[src/rtl/sr_input_conditioner_pkg.sv]
// rtl/sr_input_conditioner_pkg.sv - shared types and width helpers for the SR input conditioner
package sr_cond_pkg;

  typedef enum logic [1:0] {
    IDLE      = 2'd0,
    SET_PULSE = 2'd1,
    RST_PULSE = 2'd2
  } state_t;

  localparam int CONFLICT_CNT_W = 8;
  localparam logic [CONFLICT_CNT_W-1:0] CONFLICT_CNT_MAX = '1;

  // Bits needed to hold 0..max_val, never less than one bit.
  function automatic int cnt_width(input int max_val);
    return (max_val < 1) ? 1 : $clog2(max_val + 1);
  endfunction

endpackage

[src/rtl/sr_input_conditioner_if.sv]
// rtl/sr_input_conditioner_if.sv - raw request / conditioned pulse bundle (conflict_cnt_o with SR_CONFLICT_COUNT_EN)
interface sr_input_conditioner_if;

  logic set_raw;
  logic reset_raw;
  logic set_o;
  logic reset_o;
  logic q_o;
  logic conflict_o;
`ifdef SR_CONFLICT_COUNT_EN
  logic [sr_cond_pkg::CONFLICT_CNT_W-1:0] conflict_cnt_o;

  modport master (
    output set_raw, reset_raw,
    input  set_o, reset_o, q_o, conflict_o, conflict_cnt_o
  );
  modport slave (
    input  set_raw, reset_raw,
    output set_o, reset_o, q_o, conflict_o, conflict_cnt_o
  );
`else
  modport master (
    output set_raw, reset_raw,
    input  set_o, reset_o, q_o, conflict_o
  );
  modport slave (
    input  set_raw, reset_raw,
    output set_o, reset_o, q_o, conflict_o
  );
`endif

endinterface

[src/rtl/sr_input_conditioner_debounce.sv]
// rtl/sr_input_conditioner_debounce.sv - one channel: synchroniser, debounce counter, rising-edge strobe
module sr_debounce
  import sr_cond_pkg::*;
#(
  parameter int SYNC_STAGES     = 2,
  parameter int DEBOUNCE_CYCLES = 16
) (
  input  logic clk,
  input  logic rst_n,
  input  logic raw,
  output logic level,
  output logic rise
);

  localparam int CNT_W = cnt_width(DEBOUNCE_CYCLES);
  localparam logic [CNT_W-1:0] CNT_LAST = CNT_W'(DEBOUNCE_CYCLES - 1);

  logic [SYNC_STAGES-1:0] sync_q;
  logic [CNT_W-1:0]       cnt;
  logic                   synced;

  assign synced = sync_q[SYNC_STAGES-1];

  // The strobe is registered on the same edge the level flips, so it
  // is high exactly in the first cycle the new level is visible.
  always_ff @(posedge clk or negedge rst_n) begin
    if (!rst_n) begin
      sync_q <= '0;
      cnt    <= '0;
      level  <= 1'b0;
      rise   <= 1'b0;
    end else begin
      sync_q <= {sync_q[SYNC_STAGES-2:0], raw};
      rise   <= 1'b0;
      if (synced == level) begin
        cnt <= '0;
      end else if (cnt == CNT_LAST) begin
        cnt   <= '0;
        level <= synced;
        rise  <= synced;
      end else begin
        cnt <= cnt + 1'b1;
      end
    end
  end

endmodule

[src/rtl/sr_input_conditioner.sv]
// rtl/sr_input_conditioner.sv - debounced, mutually exclusive set/reset pulses for an SR latch (SR_CONFLICT_COUNT_EN adds a conflict counter)
module sr_input_conditioner
  import sr_cond_pkg::*;
#(
  parameter int SYNC_STAGES     = 2,
  parameter int DEBOUNCE_CYCLES = 16,
  parameter int PULSE_CYCLES    = 1
) (
  input logic                  clk,
  input logic                  rst_n,
  sr_input_conditioner_if.slave bus
);

  localparam int PULSE_W = cnt_width(PULSE_CYCLES - 1);
  localparam logic [PULSE_W-1:0] PULSE_LOAD = PULSE_W'(PULSE_CYCLES - 1);

  logic               deb_set;
  logic               deb_rst;
  logic               req_set;
  logic               req_rst;
  logic               drop;
  state_t             state;
  logic [PULSE_W-1:0] pulse_cnt;
  logic               set_q;
  logic               reset_q;
  logic               q_q;
  logic               conflict_q;

  sr_debounce #(
    .SYNC_STAGES     (SYNC_STAGES),
    .DEBOUNCE_CYCLES (DEBOUNCE_CYCLES)
  ) u_set_deb (
    .clk   (clk),
    .rst_n (rst_n),
    .raw   (bus.set_raw),
    .level (deb_set),
    .rise  (req_set)
  );

  sr_debounce #(
    .SYNC_STAGES     (SYNC_STAGES),
    .DEBOUNCE_CYCLES (DEBOUNCE_CYCLES)
  ) u_rst_deb (
    .clk   (clk),
    .rst_n (rst_n),
    .raw   (bus.reset_raw),
    .level (deb_rst),
    .rise  (req_rst)
  );

  // A request is only honoured from IDLE with the opposite channel released.
  always_comb begin
    drop = 1'b0;
    if (state == IDLE) begin
      drop = (req_set && req_rst) || (req_set && deb_rst) || (req_rst && deb_set);
    end else begin
      drop = req_set || req_rst;
    end
  end

  always_ff @(posedge clk or negedge rst_n) begin
    if (!rst_n) begin
      state      <= IDLE;
      pulse_cnt  <= '0;
      set_q      <= 1'b0;
      reset_q    <= 1'b0;
      q_q        <= 1'b0;
      conflict_q <= 1'b0;
    end else begin
      conflict_q <= drop || (deb_set && deb_rst);
      case (state)
        IDLE: begin
          if (req_set && !drop) begin
            state     <= SET_PULSE;
            set_q     <= 1'b1;
            q_q       <= 1'b1;
            pulse_cnt <= PULSE_LOAD;
          end else if (req_rst && !drop) begin
            state     <= RST_PULSE;
            reset_q   <= 1'b1;
            q_q       <= 1'b0;
            pulse_cnt <= PULSE_LOAD;
          end
        end
        SET_PULSE, RST_PULSE: begin
          if (pulse_cnt == '0) begin
            state   <= IDLE;
            set_q   <= 1'b0;
            reset_q <= 1'b0;
          end else begin
            pulse_cnt <= pulse_cnt - 1'b1;
          end
        end
        default: begin
          state   <= IDLE;
          set_q   <= 1'b0;
          reset_q <= 1'b0;
        end
      endcase
    end
  end

  assign bus.set_o      = set_q;
  assign bus.reset_o    = reset_q;
  assign bus.q_o        = q_q;
  assign bus.conflict_o = conflict_q;

`ifdef SR_CONFLICT_COUNT_EN
  logic [CONFLICT_CNT_W-1:0] conflict_cnt;

  always_ff @(posedge clk or negedge rst_n) begin
    if (!rst_n) begin
      conflict_cnt <= '0;
    end else if (conflict_q && conflict_cnt != CONFLICT_CNT_MAX) begin
      conflict_cnt <= conflict_cnt + 1'b1;
    end
  end

  assign bus.conflict_cnt_o = conflict_cnt;
`endif

endmodule

[src/flat_wrapper.sv]
// flat-port wrapper written by rule: the top's interface ports become plain ports
module sr_input_conditioner_flat import sr_cond_pkg::*;
#(
  parameter int SYNC_STAGES     = 2,
  parameter int DEBOUNCE_CYCLES = 16,
  parameter int PULSE_CYCLES    = 1
)
  (clk, rst_n, bus_set_raw, bus_reset_raw, bus_set_o, bus_reset_o, bus_q_o, bus_conflict_o);
  sr_input_conditioner_if bus_i ();
  input logic clk;
  input logic rst_n;
  input wire logic [$bits(bus_i.set_raw)-1:0] bus_set_raw;
  input wire logic [$bits(bus_i.reset_raw)-1:0] bus_reset_raw;
  output wire logic [$bits(bus_i.set_o)-1:0] bus_set_o;
  output wire logic [$bits(bus_i.reset_o)-1:0] bus_reset_o;
  output wire logic [$bits(bus_i.q_o)-1:0] bus_q_o;
  output wire logic [$bits(bus_i.conflict_o)-1:0] bus_conflict_o;
  assign bus_i.set_raw = bus_set_raw;
  assign bus_i.reset_raw = bus_reset_raw;
  assign bus_set_o = bus_i.set_o;
  assign bus_reset_o = bus_i.reset_o;
  assign bus_q_o = bus_i.q_o;
  assign bus_conflict_o = bus_i.conflict_o;
  sr_input_conditioner #(.SYNC_STAGES(SYNC_STAGES), .DEBOUNCE_CYCLES(DEBOUNCE_CYCLES), .PULSE_CYCLES(PULSE_CYCLES)) u_core (.clk(clk), .rst_n(rst_n), .bus(bus_i));
endmodule
[config.mk]
export PLATFORM = sky130hd
export DESIGN_NAME = sr_input_conditioner_flat
export DESIGN_NICKNAME = d
export VERILOG_FILES = /design/src/rtl/sr_input_conditioner_pkg.sv /design/src/rtl/sr_input_conditioner_if.sv /design/src/rtl/sr_input_conditioner_debounce.sv /design/src/rtl/sr_input_conditioner.sv /design/src/flat_wrapper.sv
export SDC_FILE = /design/constraint.sdc
export NUM_CORES = 1
export LEC_CHECK = 0
export ABC_AREA = 1
export CAP_MARGIN = 5
export CORE_MARGIN = 1.5
export CORE_UTILIZATION = 35
export CTS_CLUSTER_DIAMETER = 60
export CTS_CLUSTER_SIZE = 20
export DETAILED_ROUTE_END_ITERATION = 8
export PLACE_DENSITY = 0.53
export SETUP_SLACK_MARGIN = 0.2
export SLEW_MARGIN = 20
export SYNTH_ARGS = -nofsm -noshare
export SYNTH_HDL_FRONTEND = slang
export SYNTH_SLANG_ARGS = --single-unit
[constraint.sdc]
create_clock -name clk -period 2.9 [get_ports clk]
set_clock_uncertainty 0.1 [all_clocks]
set_input_delay 0.58 -clock clk [delete_from_list [all_inputs] [get_ports clk]]
set_output_delay 0.58 -clock clk [all_outputs]
set_load 0.03 [all_outputs]
==> flow_summary.ini <==
[critical_path]
end_kind = output port
max_stage_delay_ns = 0.67
worst_path_max_delay_cell = clkdlybuf4s50_1
cp.arrival_ns = 1.34
cp.buffers_inverters = 1
start_kind = flop
critPathRequiredTime_ns = 2.22
worst-path-max-fanout = 2
critPathKind = reg2out
critical_path.cell_chain = clkdlybuf4s50_1
cp.depth = 1
worst_r2r_path_depth = 7
crit_family = buffers and inverters

[synth]
synth_cell_type_count = 14
synth.top_cell.area_share = 0.667
yosys-top-cells-count = 24 x dfrtp_1, 15 x nor2_1, 13 x nand2_1
postSynthCellCount = 86
async_reset_ff_frac = 1.00
synth_area_leaders = dfrtp_1 67%, nor2_1 6.3%, nand2_1 5.4%
yosysMostFrequentCell = dfrtp_1
syn_area_per_cell_um2 = 10.5
synth_ff_type = dfrtp_1
synth_area_leader_cell = dfrtp_1
yosysSeqAreaShare = 0.667
synth_edf_count = 0
synth_seq_cells = 24
synth.net_count = 92
netlist_area_um2 = 901
yosysWarningCount = 0

[finish]
seq_area_um2 = 601
nets = 105
area_growth_pct = 16.8
n_antenna_cell = 0
num-fill-cells = 242
multi_input_area_um2 = 255
drive_gt1_frac = 0.0510

[power_and_ir_drop]
vdd_drop_max_uv = 211
power_mw = 0.546
p_leak_nw = 0.517
p_per_area_nw_per_um2 = 519

[clocking]
clock_latency_ns = 0.30
htree_levels = 1
cts_tree = built
ctsResizeCount = 0
cts_sinks = 24
cts_root_buffer = clkbuf_4
numCtsBuffers = 3
postCtsSetupRepairBufs = 0
clock_tree.buffer_depth = 2
clk_pin_slew_ns = 0.13
hold_buffers = 0

[die]
die_w_um = 53.7
rows = 18
ios = 8
initial_utilization = 0.367
core-area_um2 = 2450
die-area_um2 = 2890
die_h_um = 53.7

[route]
wl_um = 1250
num_vias = 545
wl_per_cell_um = 9.79
via_per_inst = 4.26
dr.pass1.iters = 2
drc = 0
ant_nets = 0
drt-initial-drc-count = 2

[timing]
finalHoldViolCount = 0
slew_violations = 0
tightest_slew_ns = 0.391
slew_headroom = 0.737
rsz0062_at_grt = no
fin_crit_sh = 0.697
setup_viol = 0
fin_crit_ns = 2.02
fin_tns_setup_ns = 0
max_freq_ghz = 0.495

[job]
cap_violations = 0

[place]
gp_congestion = 0.651
dp.final_hpwl_um = 919
io_buffers = 7

[grt]
globalRouteTotalUtil = 0.111
gr-total-overflow = 0
grt_max_degree = 25
antenna_found_initial = 0
grt_pass1_vias = 537
grt_pass1_wl_um = 2350

[status]
status = complete, no violations

[hold_path]
hold_depth = 0
min_path_type = reg2reg
layout by cell type (no fill, tap or decap):
| master | instances |
|---|---|
| dfrtp_1 | 24 |
| clkbuf_4 | 3 |
| or2_1 | 2 |
| o211ai_1 | 1 |
| nor3b_1 | 2 |
| xor2_1 | 2 |
| clkbuf_8 | 1 |
| inv_1 | 12 |
| nor3_1 | 2 |
| xnor2_1 | 2 |
| clkdlybuf4s50_1 | 7 |
| o21ai_0 | 4 |
| ha_1 | 2 |
| nand2_1 | 13 |
| buf_4 | 1 |
| nor2_1 | 15 |
| a21oi_1 | 1 |
| nand3_1 | 4 |
worst paths after layout:
kind                                            start                    endpoint  slack (ns)
setup / recovery                       u_core.bus.q_o                     bus_q_o        0.88
hold / removal             u_core.u_rst_deb.sync_q[0]  u_core.u_rst_deb.sync_q[1]        0.26
setup reg to reg              u_core.u_rst_deb.cnt[0]     u_core.u_rst_deb.cnt[3]        1.52
hold reg to reg            u_core.u_rst_deb.sync_q[0]  u_core.u_rst_deb.sync_q[1]        0.26
max in group asynchronous                       rst_n     u_core.u_rst_deb.cnt[0]        1.95
min in group asynchronous                       rst_n             u_core.state[0]        0.52
through the flow:
step | hold slack (ns) | setup WS [ns] | instance area (um^2) | std cells | util
after floorplan | 0.184 | 1.65 | 901 | 86 | -
after global placement | 0.232 | 1.24 | 1020 | 124 | 0.414
after detailed placement | 0.236 | 1.22 | 1020 | 124 | 0.414
after CTS | 0.267 | 0.862 | 1050 | 128 | 0.429
after global routing | 0.276 | 0.824 | 1050 | 128 | 0.429
final | 0.263 | 0.878 | 1050 | 128 | 0.429
cell families after synthesis:
| group | share of synthesized area |
|---|---|
| AO/OA/AOI/OAI | 0.0361 |
| XOR/XNOR | 0.0389 |
| adder cells (fa/ha/maj) | 0.0278 |
| buffers and inverters | 0.0500 |
| flip-flops | 0.667 |
| AND/OR/NAND/NOR | 0.181 |
state kept, by name (all words and copies together) (netlist names), 2 cells and up:
signal	cells
u_core.state	2
u_core.u_rst_deb.cnt	5
u_core.u_rst_deb.sync_q	2
u_core.u_set_deb.cnt	5
u_core.u_set_deb.sync_q	2
layout make-up:
type	instances	share of cell area
Sequential cell	24	0.571
Multi-Input combinational cell	50	0.243
Timing Repair Buffer	8	0.0737
Inverter	12	0.0428
Tap cell	30	0.0357
Clock buffer	4	0.0345
power by group:
part           total (mW)  internal (mW)  switching [mW]
Clock               0.171         0.0765          0.0940
Sequential          0.350          0.344         0.00570
Combinational      0.0259         0.0113          0.0146
per-layer routing:
layer / part of all wire / global-route usage / vias up
met5: 0 / 0 / -
met4: 0.010 / 0.0513 / 0
met3: 0.044 / 0.0250 / 2
met2: 0.42 / 0.152 / 8
met1: 0.53 / 0.163 / 244
li1: - / - / 291
(Power assumes the default switching activity.)
